## src/rtl/signed_add_rr_scheduler_pkg.sv

```systemverilog
// Shared types and arithmetic helpers for the signed-add round-robin scheduler.
// The helpers work on a wide container so any operand width up to MaxW can reuse them.
package signed_add_sched_pkg;

  localparam int unsigned DefW    = 4;
  localparam int unsigned DefNReq = 4;
  localparam int unsigned MaxW    = 64;

  typedef logic signed [DefW-1:0] operand_t;
  typedef logic [MaxW-1:0]        wide_t;

  // Returns {overflow, sum}. Only the low w bits of sum are meaningful; overflow is
  // judged on bit w-1 of the unsaturated sum.
  function automatic logic [MaxW:0] add_ovf(wide_t a, wide_t b, int unsigned w);
    wide_t s;
    logic  ov;
    s  = a + b;
    ov = (a[w-1] == b[w-1]) && (s[w-1] != a[w-1]);
    return {ov, s};
  endfunction

  // Signed extreme for a w-bit result: most negative when neg, else most positive.
  function automatic wide_t sat_limit(logic neg, int unsigned w);
    wide_t lim;
    lim = wide_t'(1) << (w - 1);
    return neg ? lim : (lim - wide_t'(1));
  endfunction

endpackage

```

## src/rtl/signed_add_rr_scheduler_if.sv

```systemverilog
// Requester, result and sticky-status signals of the signed-add scheduler.
// master: producers/consumer side; slave: the scheduler.
interface signed_add_rr_scheduler_if #(
  parameter int unsigned W     = 4,
  parameter int unsigned N_REQ = 4,
  parameter int unsigned ID_W  = $clog2(N_REQ)
);
  logic [N_REQ-1:0]   req_valid;
  logic [N_REQ-1:0]   req_ready;
  logic [N_REQ*W-1:0] req_a;
  logic [N_REQ*W-1:0] req_b;
  logic               res_valid;
  logic               res_ready;
  logic [W-1:0]       res_sum;
  logic               res_overflow;
  logic [ID_W-1:0]    res_id;
  logic [N_REQ-1:0]   ovf_sticky;
  logic [N_REQ-1:0]   ovf_clr;

  modport master (
    output req_valid, req_a, req_b, res_ready, ovf_clr,
    input  req_ready, res_valid, res_sum, res_overflow, res_id, ovf_sticky
  );

  modport slave (
    input  req_valid, req_a, req_b, res_ready, ovf_clr,
    output req_ready, res_valid, res_sum, res_overflow, res_id, ovf_sticky
  );
endinterface

```

## src/rtl/signed_add_rr_scheduler_arbiter.sv

```systemverilog
// Combinational round-robin arbiter: searches valid_i from ptr_i upward, wrapping.
// gnt_o is one-hot (gated by en_i); idx_o/any_o report the winner regardless of en_i.
module rr_arbiter_n #(
  parameter int unsigned N     = 4,
  parameter int unsigned IDX_W = $clog2(N)
) (
  input  logic [N-1:0]     valid_i,
  input  logic [IDX_W-1:0] ptr_i,
  input  logic             en_i,
  output logic [N-1:0]     gnt_o,
  output logic [IDX_W-1:0] idx_o,
  output logic             any_o
);

  // First valid index at or after the pointer, modulo N.
  always_comb begin
    int unsigned j;
    gnt_o = '0;
    idx_o = '0;
    any_o = 1'b0;
    j     = 0;
    for (int unsigned k = 0; k < N; k++) begin
      j = (int'(ptr_i) + k) % N;
      if (!any_o && valid_i[j]) begin
        any_o    = 1'b1;
        idx_o    = IDX_W'(j);
        gnt_o[j] = en_i;
      end
    end
  end

endmodule

```

## src/rtl/signed_add_rr_scheduler.sv

```systemverilog
// Shares one W-bit signed adder among N_REQ requesters with round-robin arbitration and a
// single tagged result register. Define SIGNED_ADD_SATURATE_EN to clamp overflowed sums to
// the signed extreme instead of wrapping.
module signed_add_rr_scheduler
  import signed_add_sched_pkg::*;
#(
  parameter int unsigned W     = DefW,
  parameter int unsigned N_REQ = DefNReq,
  parameter int unsigned ID_W  = $clog2(N_REQ)
) (
  input  logic                        clk,
  input  logic                        rst_n,
  signed_add_rr_scheduler_if.slave    bus_io
);

  logic             res_valid_q, res_valid_d;
  logic [W-1:0]     res_sum_q, res_sum_d;
  logic             res_ovf_q, res_ovf_d;
  logic [ID_W-1:0]  res_id_q, res_id_d;
  logic [ID_W-1:0]  ptr_q, ptr_d;
  logic [N_REQ-1:0] sticky_q, sticky_d;

  logic             can_issue;
  logic [N_REQ-1:0] gnt;
  logic [ID_W-1:0]  gnt_idx;
  logic             gnt_any;
  logic             xfer;
  logic [W-1:0]     a_sel, b_sel;
  logic [MaxW:0]    add_res;
  wide_t            sum_full;
  logic             ovf;
  logic             unused_sum_hi;

  // Output register empty or draining this cycle.
  assign can_issue = ~res_valid_q | bus_io.res_ready;

  rr_arbiter_n #(
    .N     (N_REQ),
    .IDX_W (ID_W)
  ) u_arb (
    .valid_i (bus_io.req_valid),
    .ptr_i   (ptr_q),
    .en_i    (can_issue),
    .gnt_o   (gnt),
    .idx_o   (gnt_idx),
    .any_o   (gnt_any)
  );

  assign bus_io.req_ready = gnt;
  assign xfer             = gnt_any & can_issue;

  // Operand mux for the winning requester.
  always_comb begin
    a_sel = '0;
    b_sel = '0;
    for (int unsigned i = 0; i < N_REQ; i++) begin
      if (gnt_idx == ID_W'(i)) begin
        a_sel = bus_io.req_a[i*W +: W];
        b_sel = bus_io.req_b[i*W +: W];
      end
    end
  end

  // Shared adder with overflow detect, optional clamp.
  always_comb begin
    wide_t a_w, b_w;
    a_w          = '0;
    b_w          = '0;
    a_w[W-1:0]   = a_sel;
    b_w[W-1:0]   = b_sel;
    add_res      = add_ovf(a_w, b_w, W);
    ovf          = add_res[MaxW];
`ifdef SIGNED_ADD_SATURATE_EN
    sum_full     = ovf ? sat_limit(a_sel[W-1], W) : add_res[MaxW-1:0];
`else
    sum_full     = add_res[MaxW-1:0];
`endif
  end

  assign unused_sum_hi = ^sum_full[MaxW-1:W];

  // Next-state: result register, round-robin pointer and sticky overflow bits.
  always_comb begin
    res_valid_d = res_valid_q;
    res_sum_d   = res_sum_q;
    res_ovf_d   = res_ovf_q;
    res_id_d    = res_id_q;
    ptr_d       = ptr_q;
    sticky_d    = sticky_q & ~bus_io.ovf_clr;
    if (xfer) begin
      res_valid_d = 1'b1;
      res_sum_d   = sum_full[W-1:0];
      res_ovf_d   = ovf;
      res_id_d    = gnt_idx;
      ptr_d       = (gnt_idx == ID_W'(N_REQ - 1)) ? '0 : ID_W'(gnt_idx + 1'b1);
      // Set after clear so a same-cycle set wins.
      if (ovf) sticky_d[gnt_idx] = 1'b1;
    end else if (bus_io.res_ready) begin
      res_valid_d = 1'b0;
    end
  end

  // State registers, asynchronously cleared.
  always_ff @(posedge clk or negedge rst_n) begin
    if (!rst_n) begin
      res_valid_q <= 1'b0;
      res_sum_q   <= '0;
      res_ovf_q   <= 1'b0;
      res_id_q    <= '0;
      ptr_q       <= '0;
      sticky_q    <= '0;
    end else begin
      res_valid_q <= res_valid_d;
      res_sum_q   <= res_sum_d;
      res_ovf_q   <= res_ovf_d;
      res_id_q    <= res_id_d;
      ptr_q       <= ptr_d;
      sticky_q    <= sticky_d;
    end
  end

  assign bus_io.res_valid    = res_valid_q;
  assign bus_io.res_sum      = res_sum_q;
  assign bus_io.res_overflow = res_ovf_q;
  assign bus_io.res_id       = res_id_q;
  assign bus_io.ovf_sticky   = sticky_q;

endmodule

```

## src/flat_wrapper.sv

```systemverilog
// flat-port wrapper written by rule: the top's interface ports become plain ports
module signed_add_rr_scheduler_flat import signed_add_sched_pkg::*;
#(
  parameter int unsigned W     = DefW,
  parameter int unsigned N_REQ = DefNReq,
  parameter int unsigned ID_W  = $clog2(N_REQ)
)
  (clk, rst_n, bus_io_req_valid, bus_io_req_a, bus_io_req_b, bus_io_res_ready, bus_io_ovf_clr, bus_io_req_ready, bus_io_res_valid, bus_io_res_sum, bus_io_res_overflow, bus_io_res_id, bus_io_ovf_sticky);
  signed_add_rr_scheduler_if #(.W(W), .N_REQ(N_REQ), .ID_W(ID_W)) bus_io_i ();
  input  logic clk;
  input  logic rst_n;
  input wire logic [$bits(bus_io_i.req_valid)-1:0] bus_io_req_valid;
  input wire logic [$bits(bus_io_i.req_a)-1:0] bus_io_req_a;
  input wire logic [$bits(bus_io_i.req_b)-1:0] bus_io_req_b;
  input wire logic [$bits(bus_io_i.res_ready)-1:0] bus_io_res_ready;
  input wire logic [$bits(bus_io_i.ovf_clr)-1:0] bus_io_ovf_clr;
  output wire logic [$bits(bus_io_i.req_ready)-1:0] bus_io_req_ready;
  output wire logic [$bits(bus_io_i.res_valid)-1:0] bus_io_res_valid;
  output wire logic [$bits(bus_io_i.res_sum)-1:0] bus_io_res_sum;
  output wire logic [$bits(bus_io_i.res_overflow)-1:0] bus_io_res_overflow;
  output wire logic [$bits(bus_io_i.res_id)-1:0] bus_io_res_id;
  output wire logic [$bits(bus_io_i.ovf_sticky)-1:0] bus_io_ovf_sticky;
  assign bus_io_i.req_valid = bus_io_req_valid;
  assign bus_io_i.req_a = bus_io_req_a;
  assign bus_io_i.req_b = bus_io_req_b;
  assign bus_io_i.res_ready = bus_io_res_ready;
  assign bus_io_i.ovf_clr = bus_io_ovf_clr;
  assign bus_io_req_ready = bus_io_i.req_ready;
  assign bus_io_res_valid = bus_io_i.res_valid;
  assign bus_io_res_sum = bus_io_i.res_sum;
  assign bus_io_res_overflow = bus_io_i.res_overflow;
  assign bus_io_res_id = bus_io_i.res_id;
  assign bus_io_ovf_sticky = bus_io_i.ovf_sticky;
  signed_add_rr_scheduler #(.W(W), .N_REQ(N_REQ), .ID_W(ID_W)) u_core (.clk(clk), .rst_n(rst_n), .bus_io(bus_io_i));
endmodule
```

## config.mk

```make
export PLATFORM = sky130hd
export DESIGN_NAME = signed_add_rr_scheduler_flat
export DESIGN_NICKNAME = d
export VERILOG_FILES = /design/src/rtl/signed_add_rr_scheduler_pkg.sv /design/src/rtl/signed_add_rr_scheduler_if.sv /design/src/rtl/signed_add_rr_scheduler_arbiter.sv /design/src/rtl/signed_add_rr_scheduler.sv /design/src/flat_wrapper.sv
export SDC_FILE = /design/constraint.sdc
export NUM_CORES = 1
export LEC_CHECK = 0
export CAP_MARGIN = 15
export CORE_ASPECT_RATIO = 2
export CORE_MARGIN = 2
export CORE_UTILIZATION = 40
export DETAILED_ROUTE_END_ITERATION = 16
export GPL_ROUTABILITY_DRIVEN = 0
export GPL_TIMING_DRIVEN = 1
export MAX_ROUTING_LAYER = met4
export PLACE_DENSITY_LB_ADDON = 0.25
export SLEW_MARGIN = 20
export SYNTH_ARGS = -nofsm -noshare
export SYNTH_HDL_FRONTEND = slang
export SYNTH_HIERARCHICAL = 1
export SYNTH_SLANG_ARGS = --single-unit
```

## constraint.sdc

```tcl
create_clock -name clk -period 6.95 [get_ports clk]
set_clock_uncertainty 0.2 [all_clocks]
set_input_delay 1.39 -clock clk [delete_from_list [all_inputs] [get_ports clk]]
set_output_delay 1.39 -clock clk [all_outputs]
set_load 0.02 [all_outputs]
```

Yosys cells after proc, flatten, opt, wreduce, memory -nomap -nowiden
Cells that the tools add are included.
W data, S select, Z words.
{"block": "word_totals", "register_bits": 14, "inputBits": 43}
{"block": "op_classes", "n_addsub": 5, "n_lt_le_gt_ge": 10, "eq_ne": 5, "muxes": 46, "bitwise": 7, "n_reduce_logical": 14}
{"operator": "$mux W4", "n": 14}
{"operator": "$lt A2 B3 Y1 const B", "n": 5}
{"operator": "$mux W1", "n": 15}
{"operator": "$bwmux W4", "n": 3}
{"operator": "$demux W1 S2", "n": 5}
{"operator": "$ge A2 B1 Y1 const B", "n": 5}
{"operator": "$mux W2", "n": 5}
{"operator": "$logic_and A1 B1 Y1", "n": 9}
{"operator": "$and A4 B4 Y4", "n": 2}
{"operator": "$bmux W1 S2", "n": 4}
{"operator": "$add A2 B1 Y2 const B", "n": 2}
{"operator": "$add A2 B2 Y2 const B", "n": 2}
{"operator": "$add A4 B4 Y4", "n": 1}
{"operator": "$eq A2 B2 Y1 const B", "n": 2}
{"operator": "$not A4 Y4", "n": 1}
{"operator": "$or A4 B4 Y4", "n": 1}
{"operator": "$logic_not A1 Y1", "n": 3}
{"operator": "$eq A2 B1 Y1 const B", "n": 1}
{"operator": "$logic_not A2 Y1", "n": 1}
{"operator": "$reduce_bool A2 Y1", "n": 1}
{"operator": "$and A1 B1 Y1", "n": 1}
{"operator": "$eq A1 B1 Y1", "n": 1}
{"operator": "$ne A1 B1 Y1", "n": 1}
{"operator": "$not A1 Y1", "n": 1}
{"operator": "$or A1 B1 Y1", "n": 1}

Logic depth before layout (Yosys ltp)
{"block": "depth", "word_depth": 22, "mapped_depth": 23, "mapped_depth_nobuf": 19}

By module
Netlist, hierarchy kept.
{"module": "signed_add_rr_scheduler", "n_inst": 1, "cells_per_inst": 110, "area_per_inst_um2": 980.9, "seq_area_each_um2": 350.3}
{"module": "rr_arbiter_n", "n_inst": 1, "cells_per_inst": 59, "area_per_inst_um2": 540.5, "seq_area_each_um2": 0.0}

Worst setup path after synthesis
No wires, ideal clock.
{"block": "synth_timing", "path_type": "input -> register", "from": "input bus_io_req_valid[3]", "to": "register u_core.res_ovf_q (netlist: u_core/bus_io.res_overflow)", "setup_time_ns": 0.125, "arrival_ns": 4.637, "required_ns": 6.625, "setup_slack_ns": 1.989, "stages": 17, "path_buffers": 2, "cell_sequence": "mux4_2 -> buf_6 -> nor4_1 -> a31oi_1 -> o2bb2ai_1 -> inv_1 -> ha_1 -> buf_6 -> nor2b_1 -> a221oi_1 -> nor3_1 -> a21o_1 -> ha_1 -> a21o_1 -> a21oi_1 -> o31ai_2 -> mux2_2"}
{"block": "synth_via", "elab_chain_cells": 20, "word_cells_on_any_way": 39, "classes_between": "add/sub: 1; eq/ne: 5; mux: 24; bitwise: 1; reduce/logical: 8"}
{"element": "start: declaration", "line_no": "flat_wrapper.sv:12", "text": "input wire logic [$bits(bus_io_i.req_valid)-1:0] bus_io_req_valid;"}
{"element": "$bmux W1 S2", "line_no": "signed_add_rr_scheduler_arbiter.sv:24", "text": "if (!any_o && valid_i[j]) begin"}
{"element": "$mux W1 (implied by the code)", "line_no": "signed_add_rr_scheduler_arbiter.sv:24"}
{"element": "$mux W1", "line_no": "signed_add_rr_scheduler_arbiter.sv:24"}
{"element": "$logic_not A1 Y1", "line_no": "signed_add_rr_scheduler_arbiter.sv:24"}
{"element": "$logic_and A1 B1 Y1", "line_no": "signed_add_rr_scheduler_arbiter.sv:24"}
{"element": "$mux W1", "line_no": "signed_add_rr_scheduler_arbiter.sv:24"}
{"element": "$logic_not A1 Y1", "line_no": "signed_add_rr_scheduler_arbiter.sv:24"}
{"element": "$logic_and A1 B1 Y1", "line_no": "signed_add_rr_scheduler_arbiter.sv:24"}
{"element": "[... 2 more ...]"}
{"element": "$logic_and A1 B1 Y1", "line_no": "signed_add_rr_scheduler_arbiter.sv:24"}
{"element": "$mux W2 (*)", "line_no": "signed_add_rr_scheduler_arbiter.sv:24"}
{"element": "net u_core.gnt_idx[1]", "line_no": "signed_add_rr_scheduler.sv:25", "text": "logic [ID_W-1:0] gnt_idx;"}
{"element": "$logic_not A2 Y1", "line_no": "signed_add_rr_scheduler.sv:57", "text": "if (gnt_idx == ID_W'(i)) begin"}
{"element": "$mux W4 (4 in a row)", "line_no": "signed_add_rr_scheduler.sv:57"}
{"element": "$add A4 B4 Y4", "line_no": "signed_add_rr_scheduler_pkg.sv:17", "text": "s = a + b;"}
{"element": "$ne A1 B1 Y1", "line_no": "signed_add_rr_scheduler_pkg.sv:18", "text": "ov = (a[w-1] == b[w-1]) && (s[w-1] != a[w-1]);"}
{"element": "$logic_and A1 B1 Y1 (*)", "line_no": "signed_add_rr_scheduler_pkg.sv:18"}
{"element": "end signal: assignment", "line_no": "signed_add_rr_scheduler.sv:115", "text": "res_ovf_q <= res_ovf_d;"}
{"element": "end: declaration", "line_no": "signed_add_rr_scheduler.sv:18", "text": "logic res_ovf_q, res_ovf_d;"}
Mark *: on every way through the listed nets, which the timed path passes. The rest lies on a longest branch. The select of a mux whose other input is x is not followed.
A chain may end at the register's enable or synchronous reset.

Final worst setup path
{"block": "layout_timing", "from": "input bus_io_req_valid[2]", "to": "register u_core.sticky_q[2] (netlist: u_core/bus_io.ovf_sticky[2])"}
{"block": "layout_via", "elab_chain_cells": 22, "word_cells_on_any_way": 47, "classes_between": "add/sub: 1; order compare: 2; eq/ne: 5; mux: 28; bitwise: 2; reduce/logical: 9"}
{"element": "$bmux W1 S2", "line_no": "signed_add_rr_scheduler_arbiter.sv:24"}
{"element": "$mux W1 (implied by the code)", "line_no": "signed_add_rr_scheduler_arbiter.sv:24"}
{"element": "$mux W1", "line_no": "signed_add_rr_scheduler_arbiter.sv:24"}
{"element": "$logic_not A1 Y1", "line_no": "signed_add_rr_scheduler_arbiter.sv:24"}
{"element": "$logic_and A1 B1 Y1", "line_no": "signed_add_rr_scheduler_arbiter.sv:24"}
{"element": "$mux W1", "line_no": "signed_add_rr_scheduler_arbiter.sv:24"}
{"element": "$logic_not A1 Y1", "line_no": "signed_add_rr_scheduler_arbiter.sv:24"}
{"element": "$logic_and A1 B1 Y1", "line_no": "signed_add_rr_scheduler_arbiter.sv:24"}
{"element": "[... 4 more ...]"}
{"element": "net u_core.gnt_idx[0]", "line_no": "signed_add_rr_scheduler.sv:25"}
{"element": "$logic_not A2 Y1", "line_no": "signed_add_rr_scheduler.sv:57"}
{"element": "$mux W4 (4 in a row)", "line_no": "signed_add_rr_scheduler.sv:57"}
{"element": "$add A4 B4 Y4", "line_no": "signed_add_rr_scheduler_pkg.sv:17"}
{"element": "$ne A1 B1 Y1", "line_no": "signed_add_rr_scheduler_pkg.sv:18"}
{"element": "$logic_and A1 B1 Y1", "line_no": "signed_add_rr_scheduler_pkg.sv:18"}
{"element": "$mux W4 (*)", "line_no": "signed_add_rr_scheduler.sv:97", "text": "if (ovf) sticky_d[gnt_idx] = 1'b1;"}
{"element": "$mux W4 (*)", "line_no": "signed_add_rr_scheduler.sv:90", "text": "if (xfer) begin"}
{"element": "net u_core.sticky_d[2]", "line_no": "signed_add_rr_scheduler.sv:21", "text": "logic [N_REQ-1:0] sticky_q, sticky_d;"}
{"element": "end signal: assignment", "line_no": "signed_add_rr_scheduler.sv:118", "text": "sticky_q <= sticky_d;"}
{"element": "end: declaration", "line_no": "signed_add_rr_scheduler.sv:21"}
Marked as above.

==> flow_metrics.env <==
export IMPL_post_cts_setup_buffers=0
export IMPL_htree_num_levels=1
export IMPL_p_int_mw=0.6647
export IMPL_regToRegSetupSlack_ps=1750
export IMPL_core_area_um2=3646
export IMPL_syn_nets=225
export IMPL_slew_violations=0
export IMPL_worstSkewPairLatency_ps=240
export IMPL_clock_sinks=14
export IMPL_first_iter_violations=31
export IMPL_grt_total_usage=0.1978
export IMPL_power_static_leakage_nw=0.8908
export IMPL_grt_setup_unrepaired="no"
export IMPL_synth_largest_area_cell="sky130_fd_sc_hd__dfrtp_1"
export IMPL_synth_most_common_cell="sky130_fd_sc_hd__nand2_1"
export IMPL_initial_utilization=0.4173
export IMPL_syn_mean_instance_area_um2=9.003
export IMPL_seq_power_share=0.117
export IMPL_placement_io_buffers=58
export IMPL_timing_hold_worst_endpoint="u_core/bus_io.res_sum[0]$_DFFE_PN0P_"
export IMPL_avgRoutedWirePerCell_um=14.48
export IMPL_p_comb_frac=0.826
export IMPL_drive_gt1_frac=0.07727
export IMPL_cts_buffers_inserted=3
export IMPL_yosysUniqueCellTypes=44
export IMPL_die_area_um2=4343
export IMPL_synth_edf_count=0
export IMPL_dp_hpwl_um=3151
export IMPL_report_final_hold_viol_count=0
export IMPL_sequential_share_of_the_synthesized_area=0.2303
export IMPL_switching_share=0.5034
export IMPL_power_density_cell_area_nw_per_um2=629.3
export IMPL_maxSlewHeadroom=0.5702
export IMPL_dominantRegCellSynth="sky130_fd_sc_hd__dfrtp_1"
export IMPL_viasPerCell=5.316
export IMPL_final_min_period_ps=5791
export IMPL_cts_hold_buf=0
export IMPL_crit_reg2reg_launch="u_core/ptr_q[0]$_DFFE_PN0P_"
export IMPL_root_driver="sky130_fd_sc_hd__clkbuf_8"
export IMPL_antenna_found_initial=0
export IMPL_setup_worst_path_class="in -> reg"
export IMPL_synth_seq_cells=14
export IMPL_fp_dieH_um=91.22
export IMPL_first_pass_iters=4
export IMPL_die_span_x_um=47.61
export IMPL_synth_top_cells_by_count="sky130_fd_sc_hd__nand2_1 (22), sky130_fd_sc_hd__dfrtp_1 (14), sky130_fd_sc_hd__ha_1 (12), sky130_fd_sc_hd__inv_1 (12), sky130_fd_sc_hd__nor2_1 (7)"
export IMPL_worstReg2RegEnd="u_core/bus_io.ovf_sticky[2]$_DFF_PN0_"
export IMPL_dp_worst_setup_slack_ps=892.4
export IMPL_setup_total_negative_slack_ps=0
export IMPL_endpoint_class_of_the_critical_path="register"
export IMPL_overflow=0
export IMPL_clkPwrFrac=0.058
export IMPL_holdPathStages=2
export IMPL_wire_length_of_the_first_global_routing_pass_um=6389
export IMPL_yosys_area_top_type_share=0.2303
export IMPL_timing_hold_worst_start="u_core/bus_io.res_sum[0]$_DFFE_PN0P_"
export IMPL_layout_setup_ws_ps=1159
export IMPL_synthesis_yosys_warnings=6
export IMPL_worst_pin_slew_ps=644.7
export IMPL_synth_area_um2=1521
export IMPL_final_hold_worst_slack_ps=277.3
export IMPL_antenna_cells_inserted=0
export IMPL_cts_tree="built"
export IMPL_synth_area_leaders="sky130_fd_sc_hd__dfrtp_1 (23%), sky130_fd_sc_hd__ha_1 (9.9%), sky130_fd_sc_hd__nand2_1 (5.4%), sky130_fd_sc_hd__mux4_2 (4.4%), sky130_fd_sc_hd__buf_6 (3.7%)"
export IMPL_synth_async_reset_ratio=1.000
export IMPL_io_pin_count=59
export IMPL_clk_transition_reported_paths_ps=50
export IMPL_dr_total_vias=1430
export IMPL_final_min_period_over_clock_period=0.8333
export IMPL_maxCapViolations=0
export IMPL_layout_nets=277
export IMPL_timing_critical_path_from_type="input port"
export IMPL_irDropWorstVdd_mv=0.5088
export IMPL_cts_repair_resized=0
export IMPL_finalWirelength_um=3896
export IMPL_critPathArrivalTime_ps=5770
export IMPL_ant_nets=0
export IMPL_pin_count_of_the_biggest_net_entering_global_routing=21
export IMPL_core_rowCount=31
export IMPL_synthCells=169
export IMPL_setup_violations=0
export IMPL_p_switching_mw=0.6738
export IMPL_top_achievable_clock_speed_mhz=172.7
export IMPL_worst_endpoint_required_ps=6930
export IMPL_grt_pass1_vias=1503
export IMPL_syn_to_final_growth_pct=39.80
export IMPL_worst_r2r_path_depth=18
export IMPL_hold_path_class="reg -> reg"
export IMPL_critical_path_peak_fanout=12
export IMPL_drc=0
export IMPL_post_layout_total_power_mw=1.338
export IMPL_run_status="complete, no violations"
export IMPL_cts_root_to_sink_buffers=2
## through the flow
step / util / area, um2 / std cells
floorplan: - / 1521 / 169
global placement: 0.5683 / 2072 / 265
detailed placement: 0.5683 / 2072 / 265
CTS: 0.5834 / 2127 / 269
global route: 0.5834 / 2127 / 269
finish: 0.5834 / 2127 / 269
## routing by layer
| metal | share of wire | global-route usage |
|---|---|---|
| met1 | 0.35 | 0.1965 |
| met2 | 0.61 | 0.3761 |
| met3 | 0.031 | 0.02584 |
| met4 | 0.012 | 0.03829 |
| met5 | 0 | - |
## worst max-delay path, stage by stage
cell and delay [ps]:
sky130_fd_sc_hd__clkdlybuf4s50_1 540, sky130_fd_sc_hd__mux4_2 590, sky130_fd_sc_hd__nor2b_1 190, sky130_fd_sc_hd__nor2_1 60, sky130_fd_sc_hd__o31ai_1 440, sky130_fd_sc_hd__ha_1 510, sky130_fd_sc_hd__nor2b_1 200, sky130_fd_sc_hd__a221oi_1 320
sky130_fd_sc_hd__nor3_1 80, sky130_fd_sc_hd__a21o_1 190, sky130_fd_sc_hd__ha_1 280, sky130_fd_sc_hd__a21o_1 180, sky130_fd_sc_hd__a21oi_1 280, sky130_fd_sc_hd__nand3_1 130, sky130_fd_sc_hd__o31ai_2 150, sky130_fd_sc_hd__a32o_1 230
## layout make-up
type	count	area, um2
Clock buffer	4	55.05
Tap cell	49	61.31
Sequential cell	14	350.3
Timing Repair Buffer	58	580.6
Inverter	12	45.04
Multi-Input combinational cell	132	1035
Fill cell	367	1519
## state kept, by name (all words and copies together) (netlist names)
name,flops
u_core/bus_io.res_overflow,1
u_core/ptr_q,2
u_core/bus_io.ovf_sticky,4
u_core/bus_io.res_id,2
u_core/bus_io.res_valid,1
u_core/bus_io.res_sum,4
## placed cells by master, fill, tap and decap left out, types with 2 or more instances in the layout
cell                              count
sky130_fd_sc_hd__inv_1               12
sky130_fd_sc_hd__clkdlybuf4s50_1     58
sky130_fd_sc_hd__a22oi_1              4
sky130_fd_sc_hd__a32o_1               4
sky130_fd_sc_hd__a22o_1               4
sky130_fd_sc_hd__clkbuf_8             4
sky130_fd_sc_hd__nand2b_1             3
sky130_fd_sc_hd__mux2_2               3
sky130_fd_sc_hd__ha_1                12
sky130_fd_sc_hd__a21o_1               4
sky130_fd_sc_hd__nor3b_1              2
sky130_fd_sc_hd__xnor2_1              2
sky130_fd_sc_hd__nor2b_1              6
sky130_fd_sc_hd__o21ai_1              5
sky130_fd_sc_hd__nor3_1               2
sky130_fd_sc_hd__o21ai_0              5
sky130_fd_sc_hd__nand3_1              4
sky130_fd_sc_hd__a21oi_1              6
sky130_fd_sc_hd__and2_1               5
sky130_fd_sc_hd__a211oi_2             2
sky130_fd_sc_hd__o31ai_1              2
sky130_fd_sc_hd__a31oi_1              2
sky130_fd_sc_hd__a221oi_1             3
sky130_fd_sc_hd__nand2_1             22
sky130_fd_sc_hd__a211oi_1             2
sky130_fd_sc_hd__a221o_1              4
sky130_fd_sc_hd__dfrtp_1             14
sky130_fd_sc_hd__nand3b_1             2
sky130_fd_sc_hd__mux4_2               3
sky130_fd_sc_hd__nor2_1               7
## how the worst max path moves through the flow
stage,start,to,slack (ps),cells after the start
after floorplan,bus_io_req_valid[3],u_core/bus_io.res_overflow$_DFFE_PN0P_,1990,17
after global placement,bus_io_req_valid[3],u_core/bus_io.ovf_sticky[0]$_DFF_PN0_,990,17
after detailed placement,bus_io_req_valid[2],u_core/bus_io.ovf_sticky[3]$_DFF_PN0_,890,16
after CTS,bus_io_req_valid[2],u_core/bus_io.ovf_sticky[2]$_DFF_PN0_,1160,16
after global routing,bus_io_req_valid[1],u_core/bus_io.ovf_sticky[2]$_DFF_PN0_,820,17
final,bus_io_req_valid[2],u_core/bus_io.ovf_sticky[2]$_DFF_PN0_,1160,16
## power by group through the flow
stage,combinational [mW],clock [mW],sequential (mW)
floorplan,0.855,0,0.168
global placement,1.09,0,0.158
detailed placement,1.11,0,0.158
CTS,1.11,0.0791,0.157
global route,1.22,0.0833,0.162
finish,1.10,0.0771,0.156
## logic make-up after synthesis
logic type                 count (synthesis)  share of synthesized area
buffers and inverters                     23                    0.08963
and+or+nand+nor                           57                     0.2031
muxes                                      8                    0.09046
DFF                                       14                     0.2303
adders and majority gates                 13                     0.1118
xor gates and xnor gates                   3                    0.01727
AOI/OAI and AO/OA                         51                     0.2574
Note: power is estimated with default switching activity, not from simulation.
